File: src/rtl/fpu_pkg.sv
// Shared FPU definitions: unit select encodings, default per-unit latency table and slot entry type.
package fpu_pkg;

  localparam int FPU_W       = 32;
  localparam int FPU_N_UNITS = 19;
  localparam int FPU_CTL_W   = 5;
  localparam int FPU_TAG_W   = 5;
  localparam int FPU_MAX_LAT = 7;

  localparam logic [4:0] FADD   = 5'd0;
  localparam logic [4:0] FSUB   = 5'd1;
  localparam logic [4:0] FMUL   = 5'd2;
  localparam logic [4:0] FDIV   = 5'd3;
  localparam logic [4:0] FMADD  = 5'd4;
  localparam logic [4:0] FMSUB  = 5'd5;
  localparam logic [4:0] FNMADD = 5'd6;
  localparam logic [4:0] FNMSUB = 5'd7;
  localparam logic [4:0] FMIN   = 5'd8;
  localparam logic [4:0] FMAX   = 5'd9;
  localparam logic [4:0] FABS   = 5'd10;
  localparam logic [4:0] FNEG   = 5'd11;
  localparam logic [4:0] FSGNJ  = 5'd12;
  localparam logic [4:0] FCMP   = 5'd13;
  localparam logic [4:0] FCVTWS = 5'd14;
  localparam logic [4:0] FCVTSW = 5'd15;
  localparam logic [4:0] FCLASS = 5'd16;
  localparam logic [4:0] FMV    = 5'd17;
  localparam logic [4:0] FSQR   = 5'd18;

  // Nibble i holds the latency of unit i; listed from FSQR (top) down to FADD (bottom).
  localparam logic [FPU_N_UNITS*4-1:0] FPU_LAT_TABLE = {
    4'd7,  // FSQR
    4'd0,  // FMV
    4'd0,  // FCLASS
    4'd2,  // FCVTSW
    4'd2,  // FCVTWS
    4'd1,  // FCMP
    4'd0,  // FSGNJ
    4'd0,  // FNEG
    4'd0,  // FABS
    4'd0,  // FMAX
    4'd0,  // FMIN
    4'd3,  // FNMSUB
    4'd3,  // FNMADD
    4'd3,  // FMSUB
    4'd3,  // FMADD
    4'd6,  // FDIV
    4'd2,  // FMUL
    4'd1,  // FSUB
    4'd1   // FADD
  };

  typedef struct packed {
    logic                 valid;
    logic [FPU_CTL_W-1:0] sel;
    logic [FPU_TAG_W-1:0] tag;
  } slot_t;

endpackage

File: src/rtl/fpu_wb_resv.sv
// Writeback reservation table: slot k valid means a result capture is owed k edges from now.
// Shifts toward slot 0 every edge; a new booking at latency L lands in slot L-1 and overrides the shift.
module fpu_wb_resv
  import fpu_pkg::*;
#(
  parameter int MAX_LAT = FPU_MAX_LAT,
  parameter int CTL_W   = FPU_CTL_W,
  parameter int TAG_W   = FPU_TAG_W,
  parameter int LAT_W   = $clog2(MAX_LAT + 1)
) (
  input  logic               clk,
  input  logic               rstn,
  input  logic               wr_en,
  input  logic [LAT_W-1:0]   wr_lat,
  input  logic [CTL_W-1:0]   wr_sel,
  input  logic [TAG_W-1:0]   wr_tag,
  output logic [MAX_LAT:0]   free_at,
  output logic               slot0_v,
  output logic [CTL_W-1:0]   slot0_sel,
  output logic [TAG_W-1:0]   slot0_tag
);

  logic [MAX_LAT:0] slot_v;
  logic [CTL_W-1:0] slot_sel [MAX_LAT];
  logic [TAG_W-1:0] slot_tag [MAX_LAT];

  always_ff @(posedge clk) begin
    if (!rstn) begin
      slot_v <= '0;
    end else begin
      slot_v <= {1'b0, slot_v[MAX_LAT:1]};
      for (int k = 0; k < MAX_LAT; k++) begin
        if (wr_en && wr_lat == LAT_W'(k + 1)) slot_v[k] <= 1'b1;
      end
    end
  end

  // Payload needs no reset: it is only observed through slot_v.
  always_ff @(posedge clk) begin
    for (int k = 0; k < MAX_LAT - 1; k++) begin
      slot_sel[k] <= slot_sel[k+1];
      slot_tag[k] <= slot_tag[k+1];
    end
    for (int k = 0; k < MAX_LAT; k++) begin
      if (wr_en && wr_lat == LAT_W'(k + 1)) begin
        slot_sel[k] <= wr_sel;
        slot_tag[k] <= wr_tag;
      end
    end
  end

  assign free_at   = ~slot_v;
  assign slot0_v   = slot_v[0];
  assign slot0_sel = slot_sel[0];
  assign slot0_tag = slot_tag[0];

endmodule

File: src/rtl/fpu_issue_sched.sv
// FPU issue/writeback scheduler: one op per cycle in, one tagged result per cycle out, L+1 cycle latency.
// Optional overflow flag return and sticky flag under FPU_EXC_FLAGS_EN.
module fpu_issue_sched
  import fpu_pkg::*;
#(
  parameter int                     W         = FPU_W,
  parameter int                     N_UNITS   = FPU_N_UNITS,
  parameter int                     CTL_W     = FPU_CTL_W,
  parameter int                     TAG_W     = FPU_TAG_W,
  parameter int                     MAX_LAT   = FPU_MAX_LAT,
  parameter logic [N_UNITS*4-1:0]   LAT_TABLE = FPU_LAT_TABLE
) (
  input  logic                 clk,
  input  logic                 rstn,
  input  logic                 in_valid,
  output logic                 in_ready,
  input  logic [CTL_W-1:0]     in_ctl,
  input  logic [TAG_W-1:0]     in_tag,
  input  logic [W-1:0]         in_x1,
  input  logic [W-1:0]         in_x2,
  output logic [W-1:0]         unit_x1,
  output logic [W-1:0]         unit_x2,
  input  logic [N_UNITS*W-1:0] unit_y,
  input  logic [N_UNITS-1:0]   unit_ovf,
  output logic                 out_valid,
  output logic [TAG_W-1:0]     out_tag,
  output logic [W-1:0]         out_y,
  output logic                 out_ovf,
  output logic                 ovf_sticky
);

  localparam int LAT_W = $clog2(MAX_LAT + 1);

  if (MAX_LAT < 1) begin : g_bad_max_lat
    $error("fpu_issue_sched: MAX_LAT must be at least 1");
  end

  logic [LAT_W-1:0] lat_tbl [N_UNITS];

  for (genvar i = 0; i < N_UNITS; i++) begin : g_lat
    if (int'(LAT_TABLE[i*4 +: 4]) > MAX_LAT) begin : g_bad_lat
      $error("fpu_issue_sched: LAT_TABLE entry %0d exceeds MAX_LAT", i);
    end
    assign lat_tbl[i] = LAT_W'(LAT_TABLE[i*4 +: 4]);
  end

  logic [LAT_W-1:0] cur_lat;
  logic             fire;
  logic [MAX_LAT:0] free_at;
  logic             slot0_v;
  logic [CTL_W-1:0] slot0_sel;
  logic [TAG_W-1:0] slot0_tag;
  logic             cap_v;
  logic [CTL_W-1:0] cap_sel;
  logic [TAG_W-1:0] cap_tag;
  logic [W-1:0]     cap_y;

  // Unknown unit selects fall through with latency 0 and a zero result.
  always_comb begin
    cur_lat = '0;
    for (int i = 0; i < N_UNITS; i++) begin
      if (in_ctl == CTL_W'(i)) cur_lat = lat_tbl[i];
    end
  end

  assign in_ready = free_at[cur_lat];
  assign fire     = in_valid & in_ready;
  assign unit_x1  = in_x1;
  assign unit_x2  = in_x2;

  fpu_wb_resv #(
    .MAX_LAT (MAX_LAT),
    .CTL_W   (CTL_W),
    .TAG_W   (TAG_W),
    .LAT_W   (LAT_W)
  ) u_resv (
    .clk       (clk),
    .rstn      (rstn),
    .wr_en     (fire && (cur_lat != '0)),
    .wr_lat    (cur_lat),
    .wr_sel    (in_ctl),
    .wr_tag    (in_tag),
    .free_at   (free_at),
    .slot0_v   (slot0_v),
    .slot0_sel (slot0_sel),
    .slot0_tag (slot0_tag)
  );

  // A booked slot 0 and a latency-0 fire can never coincide: in_ready gated the latter.
  always_comb begin
    cap_v   = 1'b0;
    cap_sel = '0;
    cap_tag = '0;
    if (slot0_v) begin
      cap_v   = 1'b1;
      cap_sel = slot0_sel;
      cap_tag = slot0_tag;
    end else if (fire && (cur_lat == '0)) begin
      cap_v   = 1'b1;
      cap_sel = in_ctl;
      cap_tag = in_tag;
    end
  end

  always_comb begin
    cap_y = '0;
    for (int i = 0; i < N_UNITS; i++) begin
      if (cap_sel == CTL_W'(i)) cap_y = unit_y[i*W +: W];
    end
  end

  always_ff @(posedge clk) begin
    if (!rstn) begin
      out_valid <= 1'b0;
      out_y     <= '0;
      out_tag   <= '0;
    end else begin
      out_valid <= cap_v;
      if (cap_v) begin
        out_y   <= cap_y;
        out_tag <= cap_tag;
      end
    end
  end

`ifdef FPU_EXC_FLAGS_EN
  logic cap_ovf;

  always_comb begin
    cap_ovf = 1'b0;
    for (int i = 0; i < N_UNITS; i++) begin
      if (cap_v && cap_sel == CTL_W'(i)) cap_ovf = unit_ovf[i];
    end
  end

  // Sticky follows the registered flag, so it rises one cycle after out_ovf.
  always_ff @(posedge clk) begin
    if (!rstn) begin
      out_ovf    <= 1'b0;
      ovf_sticky <= 1'b0;
    end else begin
      out_ovf    <= cap_ovf;
      ovf_sticky <= ovf_sticky | out_ovf;
    end
  end
`else
  logic unused_ovf;
  assign unused_ovf = ^unit_ovf;
  assign out_ovf    = 1'b0;
  assign ovf_sticky = 1'b0;
`endif

endmodule

File: config.mk
export PLATFORM = sky130hd
export DESIGN_NAME = fpu_issue_sched
export DESIGN_NICKNAME = d
export VERILOG_FILES = /design/src/rtl/fpu_pkg.sv /design/src/rtl/fpu_wb_resv.sv /design/src/rtl/fpu_issue_sched.sv
export SDC_FILE = /design/constraint.sdc
export NUM_CORES = 1
export LEC_CHECK = 0
export CAP_MARGIN = 30
export CORE_AREA = 5 5 314 316
export DETAILED_ROUTE_END_ITERATION = 6
export DIE_AREA = 0 0 319 321
export GPL_ROUTABILITY_DRIVEN = 1
export PLACE_DENSITY = 0.38
export SKIP_LAST_GASP = 1
export SLEW_MARGIN = 25
export SYNTH_ARGS = -nofsm -noshare
export SYNTH_HDL_FRONTEND = slang
export SYNTH_SLANG_ARGS = --single-unit
File: constraint.sdc
create_clock -name clk -period 7.71 [get_ports clk]
set_clock_uncertainty 0.15 [all_clocks]
set_input_delay 2.313 -clock clk [delete_from_list [all_inputs] [get_ports clk]]
set_output_delay 2.313 -clock clk [all_outputs]
set_load 0.02 [all_outputs]
* Yosys cells after proc, flatten, opt, wreduce, memory -nomap -nowiden *
Memories as Yosys holds them, arrays and structs flattened.
Index checks and enable logic that the tools add are counted.

storage, ports and cells
  output and inout port bits = 105
  bits of input ports = 704
  memories = 2
  bits in writable memories = 70
  register bits = 46

cells by class
  bitwise operators = 14
  equal/unequal tests = 43
  reductions and logical operators = 13
  multiplexer cells = 79
  $lt $le $gt $ge = 1

memory list
  memory           words  width  rd ports  clocked after Yosys merged registers in  wr ports  line               RTL
  u_resv.slot_sel  7      5      7         0                                        7         fpu_wb_resv.sv:24  logic [CTL_W-1:0] slot_sel [MAX_LAT];
  u_resv.slot_tag  7      5      7         0                                        7         fpu_wb_resv.sv:25  logic [TAG_W-1:0] slot_tag [MAX_LAT];

operators with widths
  operator                                                    count
  two-way mux 32 bit                                          19
  == test 5 x 4 -> 1 bit, second input constant               16
  two-way mux 5 bit                                           16
  two-way mux 3 bit                                           18
  == test 5 x 3 -> 1 bit, second input constant               8
  == test 5 bit, second input constant                        6
  two-way mux 1 bit                                           25
  == test 5 x 2 -> 1 bit, second input constant               4
  == test 3 bit, second input constant                        4
  OR 1 bit, first input constant                              12
  == test 5 x 1 -> 1 bit, second input constant               2
  zero test 5 bit                                             2
  logical AND 1 bit                                           9
  NOT 8 bit                                                   1
  == test 3 x 2 -> 1 bit, second input constant               2
  less-than comparator 3 x 4 -> 1 bit, second input constant  1
  binary-select mux 1 bit (select 3 bit)                      1
  == test 3 x 1 -> 1 bit, second input constant               1
  zero test 3 bit                                             1
  nonzero test 3 bit                                          1
  bitwise AND 1 bit                                           1

* Logic depth before layout (Yosys ltp) *
Gate-level depths: netlist of the first run.

  depth after elaboration = 46
  mapped depth = 15
  gate-level depth less buffers = 9

* Cells and area by module *
From an unflattened synthesis of the first run, not the netlist that was laid out.

second synthesis, totals
  cells, all modules = 1199
  area total of the unflattened synthesis = 9713.1 um2

by module, submodules not included
  module           area an instance (um2)  sequential area each (um2)  cells each  instances
  fpu_issue_sched  7008.0                  760.7                       1023        1
  fpu_wb_resv      2705.1                  1641.6                      176         1

* Least setup slack after synthesis of the first run *
OpenSTA, ideal clock, no wires.

  kind = input-to-output
  start point = input port in_ctl[2]
  end point = output port in_ready
  arrival time = 3.759 ns
  path buffers = 1
  slack = 1.488 ns
  required time = 5.247 ns
  stages = 5
  cell sequence = buf_4 -> xnor2_1 -> a32o_1 -> or4_4 -> o32ai_1

between the ends
  longest elaborated chain between the ends = 22

RTL lines
  item                                       line                   RTL
  from (decl)                                fpu_issue_sched.sv:17  input logic [CTL_W-1:0] in_ctl,
  zero test 5 bit                            fpu_issue_sched.sv:62  if (in_ctl == CTL_W'(i)) cur_lat = lat_tbl[i];
  two-way mux 1 bit                          fpu_issue_sched.sv:62
  two-way mux 3 bit (17 in a row)            fpu_issue_sched.sv:62
  two-way mux 3 bit *                        fpu_issue_sched.sv:62
  binary-select mux 1 bit (select 3 bit) *   fpu_issue_sched.sv:66  assign in_ready = free_at[cur_lat];
  two-way mux 1 bit (not written as such) *  fpu_issue_sched.sv:66
  to (decl)                                  fpu_issue_sched.sv:16  output logic in_ready,

Every way passes the cells marked *; elsewhere a longest branch is shown, timed or not. The select of a mux whose other input is x is not followed.

* Worst setup path after layout of the first run *
  start point = input port in_ctl[3]
  end point = output port in_ready

The elaborated chain is that of the path after synthesis.

==> results of run 1 <==
==> metrics by stage <==
| stage | hold slack, ns | util [%] |
|---|---|---|
| after global routing | 0.1825 | 18.92 |
| after detailed placement | 0.1621 | 18.31 |
| after global placement | 0.1599 | 18.26 |
| final | 0.1735 | 18.95 |
| after floorplan | 0.2319 | - |
| after CTS | 0.1755 | 18.92 |
==> flip-flops by register name, summed over array words and instances, names as in the netlist <==
| name | cells |
|---|---|
| out_tag | 5 |
| u_resv.slot_sel | 35 |
| u_resv.slot_tag | 35 |
| out_y | 32 |
| u_resv.slot_v | 7 |
| out_valid | 1 |
==> cell type report <==
type | count | area share (%)
repair buffers | 807 | 43.13
multi-input cells | 855 | 31.25
flip-flops and latches | 115 | 13.24
well taps | 1276 | 8.801
clock buffers | 18 | 2.421
clock inverters | 14 | 0.7932
inverters | 9 | 0.1862
diodes | 13 | 0.1793
==> power groups by stage <==
stage	combinational (mW)	sequential [mW]	clock (mW)
CTS	1.02	0.655	0.842
global placement	1.02	0.668	0
floorplan	0.298	0.687	0
finish	1.00	0.655	0.822
global route	1.06	0.658	0.866
detailed placement	1.02	0.667	0
==> worst max path at each step <==
stage	to	slack, ns	cells past startpoint
after global placement	out_y[1]	0.51	14
after floorplan	in_ready	1.49	5
after detailed placement	out_y[1]	0.41	14
final	in_ready	0.52	7
after CTS	in_ready	0.51	7
after global routing	in_ready	0.41	7
==> placed cells by master (no fill, tap or decap), types with 17 or more instances in the layout <==
cell type,instances
clkdlybuf4s50_1,658
buf_4,138
nand2_1,131
dfxtp_1,105
a21oi_1,82
o21ai_0,64
nor2_1,63
a22oi_1,57
a222oi_1,48
o22ai_1,41
mux2_2,24
a221oi_1,23
nor3_1,21
o221ai_1,21
a22o_1,20
and2_1,19
nand3_1,18
clkbuf_16,17
==> worst max-delay path: stages <==
cell and delay, ns:
clkdlybuf4s50_1 0.90, nand4bb_1 0.24, a21oi_2 0.19, or4_4 0.64, o32ai_1 0.14, buf_4 0.19
buf_12 0.11
==> metal layers <==
layer,up-vias,track usage [%],share of wire [%]
li1,5807,-,-
met1,6599,24.01,43
met2,775,31.89,48
met3,144,3.838,6.4
met4,10,4.516,2.2
met5,-,0,0.058
==> logic make-up after synthesis <==
logic type | share of synthesized area [%]
AOI/OAI and AO/OA | 40.03
and+or+nand+nor | 18.46
buffers and inverters | 11.40
DFF | 26.73
muxes | 3.230
xor gates and xnor gates | 0.09748
other | 0.04173
==> flow_metrics.tcl, run 1 <==
set metrics [dict create \
    synth.area.top_cells "dfxtp_1, buf_4, nand2_1, a222oi_1, a22oi_1" \
    drv_cap 0 \
    yosysTopAreaCell "dfxtp_1" \
    grtUsageTotal_pct 18.59 \
    initialDrtViolationCount 1068 \
    switching_power_uw 880.5 \
    arrival_ns 4.72 \
    synth_seq_cells 115 \
    max_slew_margin_pct 33.73 \
    vias_per_cell 4.292 \
    r2r_slack_ns 3.15 \
    crit_type "input pin to primary output" \
    p_comb_share_pct 40.5 \
    placed_area_um2 17530 \
    die-height_um 321 \
    p_total_mw 2.482 \
    numCtsBuffers 17 \
    seqPwrFrac_pct 26.4 \
    synthArstFlopShare_pct 0 \
    endpoint_kind "primary output" \
    ys.warnings.count 0 \
    period_minus_slack_ns 7.188 \
    status "finished clean" \
    vias 13335 \
    antenna_found_initial 25 \
    fin_crit_sh_pct 93.23 \
    fp-row-count 114 \
    first_pass_iters 7 \
    p_int_mw 1.601 \
    syn-cell-area_um2 8986 \
    dp_hpwl_mm 86.19 \
    ys_top_cells_by_count "nand2_1, dfxtp_1, a21oi_1, clkbuf_1" \
    cts.clk_slew.worst_paths_ns 0.06 \
    seqCellArea_um2 2402 \
    ant_nets 0 \
    place.gp.congestion 0.9454 \
    grt_pass1_wl_mm 130.5 \
    yosys.cell_count.top_type "nand2_1" \
    setup_violations 0 \
    grt_max_degree 31 \
    die_w_um 319 \
    hold_end "u_resv.slot_sel[4][1]" \
    switching_share_pct 35.48 \
    routed_wl_mm 100.9 \
    required_ns 5.25 \
    synth_edf_count 10 \
    ctsHoldBuffers 0 \
    ir_drop_v 0.0001352 \
    wl_per_cell_um 32.47 \
    slew_violations 0 \
    hp-start "u_resv.slot_sel[5][1]" \
    critPathMaxFanout 19 \
    reg2reg_from "u_resv.slot_v[0]" \
    grt_pass1_vias 13895 \
    cts-resized-gates 0 \
    grt.overflow.total 0 \
    rr_worst_depth 14 \
    worst_slack_ns 0.5222 \
    syn_to_final_growth_pct 101.9 \
    hold_viol 0 \
    dp_cells 3062 \
    cts_htree_levels 4 \
    postCtsSetupBuffers 0 \
    hold_depth 0 \
    cts_root_buf "clkbuf_16" \
    fin_cells 3107 \
    timing.fmax_ghz 0.1391 \
    clock_sinks 115 \
    ys_types 77 \
    hold_class "flip-flop to flip-flop" \
    avgSynthCellArea_um2 7.747 \
    rsz0062_at_grt "false" \
    fin_nets 2509 \
    fill_cells 10717 \
    io_buffers 659 \
    start_util_pct 9.389 \
    clockBufferDepth 2 \
    tns_ns 0 \
    tightest_slew_ns 0.9940 \
    final_cell_area_um2 18140 \
    multi_input_area_um2 5669 \
    power_per_cell_area_nw_per_um2 136.8 \
    insertion_delay_ns 0.45 \
    dieArea_um2 102400 \
    cts_tree "built" \
    r2r-end "out_y[1]" \
    synth_top_area_share_pct 23.39 \
    yosysSeqAreaShare_pct 26.73 \
    power_leakage_nw 6.425 \
    drc 0 \
    preCtsSetupSlack_ns 0.4057 \
    worst_setup_path_start_kind "input pin" \
    pwr-share-clk_pct 33.1 \
    synth_flop_cell "dfxtp_1" \
    core_um2 95710 \
    drive_above_1_share_pct 13.20 \
    io_pins 809 \
    crit_start "in_ctl[3]" \
    synth_cells 1160 \
]
Note: power is estimated with default switching activity, not from simulation.
==> inputs of run 2 (changes only) <==
--- a/config.mk
+++ b/config.mk
@@ -5,7 +5,6 @@
 export SDC_FILE = /design/constraint.sdc
 export NUM_CORES = 1
 export LEC_CHECK = 0
-export CAP_MARGIN = 30
 export CORE_AREA = 5 5 314 316
 export DETAILED_ROUTE_END_ITERATION = 6
 export DIE_AREA = 0 0 319 321
==> flow_metrics.tcl, run 2 (synthesis gave the netlist of run 1 again) <==
set metrics [dict create \
    status "finished clean" \
    endpoint_kind "primary output" \
    hold_depth 0 \
    p_int_mw 1.589 \
    cts-resized-gates 0 \
    power_per_cell_area_nw_per_um2 137.3 \
    fp-row-count 114 \
    final_common_cell "clkdlybuf4s50_1" \
    placed_area_um2 17490 \
    cts_htree_levels 4 \
    die-height_um 321 \
    reg2reg_from "u_resv.slot_v[0]" \
    io_buffers 659 \
    timing.fmax_ghz 0.1392 \
    rr_worst_depth 13 \
    final_core_util_pct 18.91 \
    first_pass_iters 7 \
    grt_max_degree 31 \
    clockBufferDepth 2 \
    clock_sinks 115 \
    initialDrtViolationCount 1097 \
    grt_pass1_vias 13825 \
    drive_above_1_share_pct 13.11 \
    required_ns 5.25 \
    critical_path.max_stage_delay_ns 0.91 \
    cp_slowest_cell "clkdlybuf4s50_1" \
    start_util_pct 9.389 \
    arrival_ns 4.72 \
    tightest_slew_ns 1.006 \
    switching_share_pct 36.03 \
    fin_crit_sh_pct 93.15 \
    tns_ns 0 \
    crit_start "in_ctl[3]" \
    switching_power_uw 895.0 \
    ctsHoldBuffers 0 \
    numCtsBuffers 17 \
    dp_cells 3059 \
    place.gp.congestion 0.9454 \
    syn_to_final_growth_pct 101.4 \
    worst_setup_path_start_kind "input pin" \
    crit_type "input pin to primary output" \
    power_leakage_nw 6.394 \
    mostFrequentLayoutCells "clkdlybuf4s50_1, buf_4, nand2_1, dfxtp_1, a21oi_1" \
    rsz0062_at_grt "false" \
    die_w_um 319 \
    final_cell_area_um2 18100 \
    p_comb_share_pct 40.3 \
    p_total_mw 2.484 \
    fin_cells 3104 \
    crit_family "buffers and inverters" \
    dp_hpwl_mm 86.13 \
    insertion_delay_ns 0.45 \
    r2r-end "out_y[1]" \
    ant_nets 0 \
    preCtsSetupSlack_ns 0.4410 \
    r2r_slack_ns 3.22 \
    ir_drop_v 0.0001172 \
    vias 13272 \
    critPathBufInv 3 \
    cts.clk_slew.worst_paths_ns 0.06 \
    worst_slack_ns 0.5278 \
    critPathMaxFanout 19 \
    period_minus_slack_ns 7.182 \
    fin_nets 2506 \
    max_slew_margin_pct 32.91 \
    grtUsageTotal_pct 18.63 \
    grt_pass1_wl_mm 130.9 \
    hp-start "u_resv.slot_sel[5][1]" \
    io_pins 809 \
    seqPwrFrac_pct 26.4 \
    dieArea_um2 102400 \
    vias_per_cell 4.276 \
    cts_tree "built" \
    setup_violations 0 \
    grt.overflow.total 0 \
    postCtsSetupBuffers 0 \
    hold_viol 0 \
    wl_per_cell_um 32.48 \
    core_um2 95710 \
    drc 0 \
    pwr-share-clk_pct 33.3 \
    antenna_found_initial 27 \
    hold_class "flip-flop to flip-flop" \
    slew_violations 0 \
    reg_top3 "u_resv.slot_sel x35, u_resv.slot_tag x35, out_y x32" \
    routed_wl_mm 100.8 \
    hold_end "u_resv.slot_sel[4][1]" \
    path_cells "clkdlybuf4s50_1 > nand4bb_1 > a21oi_2 > or4_4 > o32ai_1 > buf_4 > buf_12" \
    drv_cap 0 \
    worst_hold_slack_ns 0.1709 \
    cts_root_buf "clkbuf_16" \
]
[run 2: cell count changes in the layout (fill, tap and decap cells not counted)]
cell,previous run,this run
clkinvlp_4,1,3
buf_4,138,137
buf_6,1,0
buf_8,2,1
clkbuf_8,1,0
clkinv_2,1,2
clkinv_4,3,2
dfxtp_1,105,104
dfxtp_2,0,1
inv_4,1,0
inv_6,4,5
inv_8,3,2
[run 2: worst max-delay path by stage]
stage | endpoint | cells past startpoint | slack, ns
floorplan | in_ready | 5 | 1.49
global placement | out_y[1] | 14 | 0.51
detailed placement | out_y[1] | 14 | 0.44
CTS | in_ready | 7 | 0.53
global route | in_ready | 7 | 0.42
finish | in_ready | 7 | 0.53
[run 2: cell type report]
cell class              count  area, um^2
fillers                 10767       77610
well taps                1276        1597
clock buffers              17       425.4
diodes                     13       32.53
flip-flops and latches    115        2404
multi-input cells         855        5669
repair buffers            804        7790
clock inverters            15       146.4
inverters                   9       33.78
[run 2: layer usage]
| layer | routed length, um | GRT usage (%) | share of wire [%] |
|---|---|---|---|
| met3 | 6696 | 3.649 | 6.6 |
| met5 | 79 | 0 | 0.078 |
| met1 | 44000 | 24.40 | 44 |
| met2 | 47860 | 31.59 | 47 |
| met4 | 2197 | 4.720 | 2.2 |
[run 2: power by group through the flow]
stage	Combinational (mW)	Sequential [mW]	Clock [mW]
floorplan	0.298	0.687	0
global placement	1.02	0.668	0
detailed placement	1.02	0.668	0
CTS	1.02	0.655	0.853
global route	1.06	0.659	0.875
finish	1.00	0.655	0.827
[run 2: worst register-to-register path, stage by stage, from the launching register on]
cell and delay, ns:
dfxtp_2 0.71, nand3b_1 0.17, a21oi_2 0.55, o41a_1 0.61
buf_4 0.25, nor2_2 0.05, buf_12 0.16, nand2_1 0.10
buf_4 0.35, nand2_1 0.32, nor3_1 0.35, o21ai_0 0.26
buf_4 0.23, a22oi_1 0.13
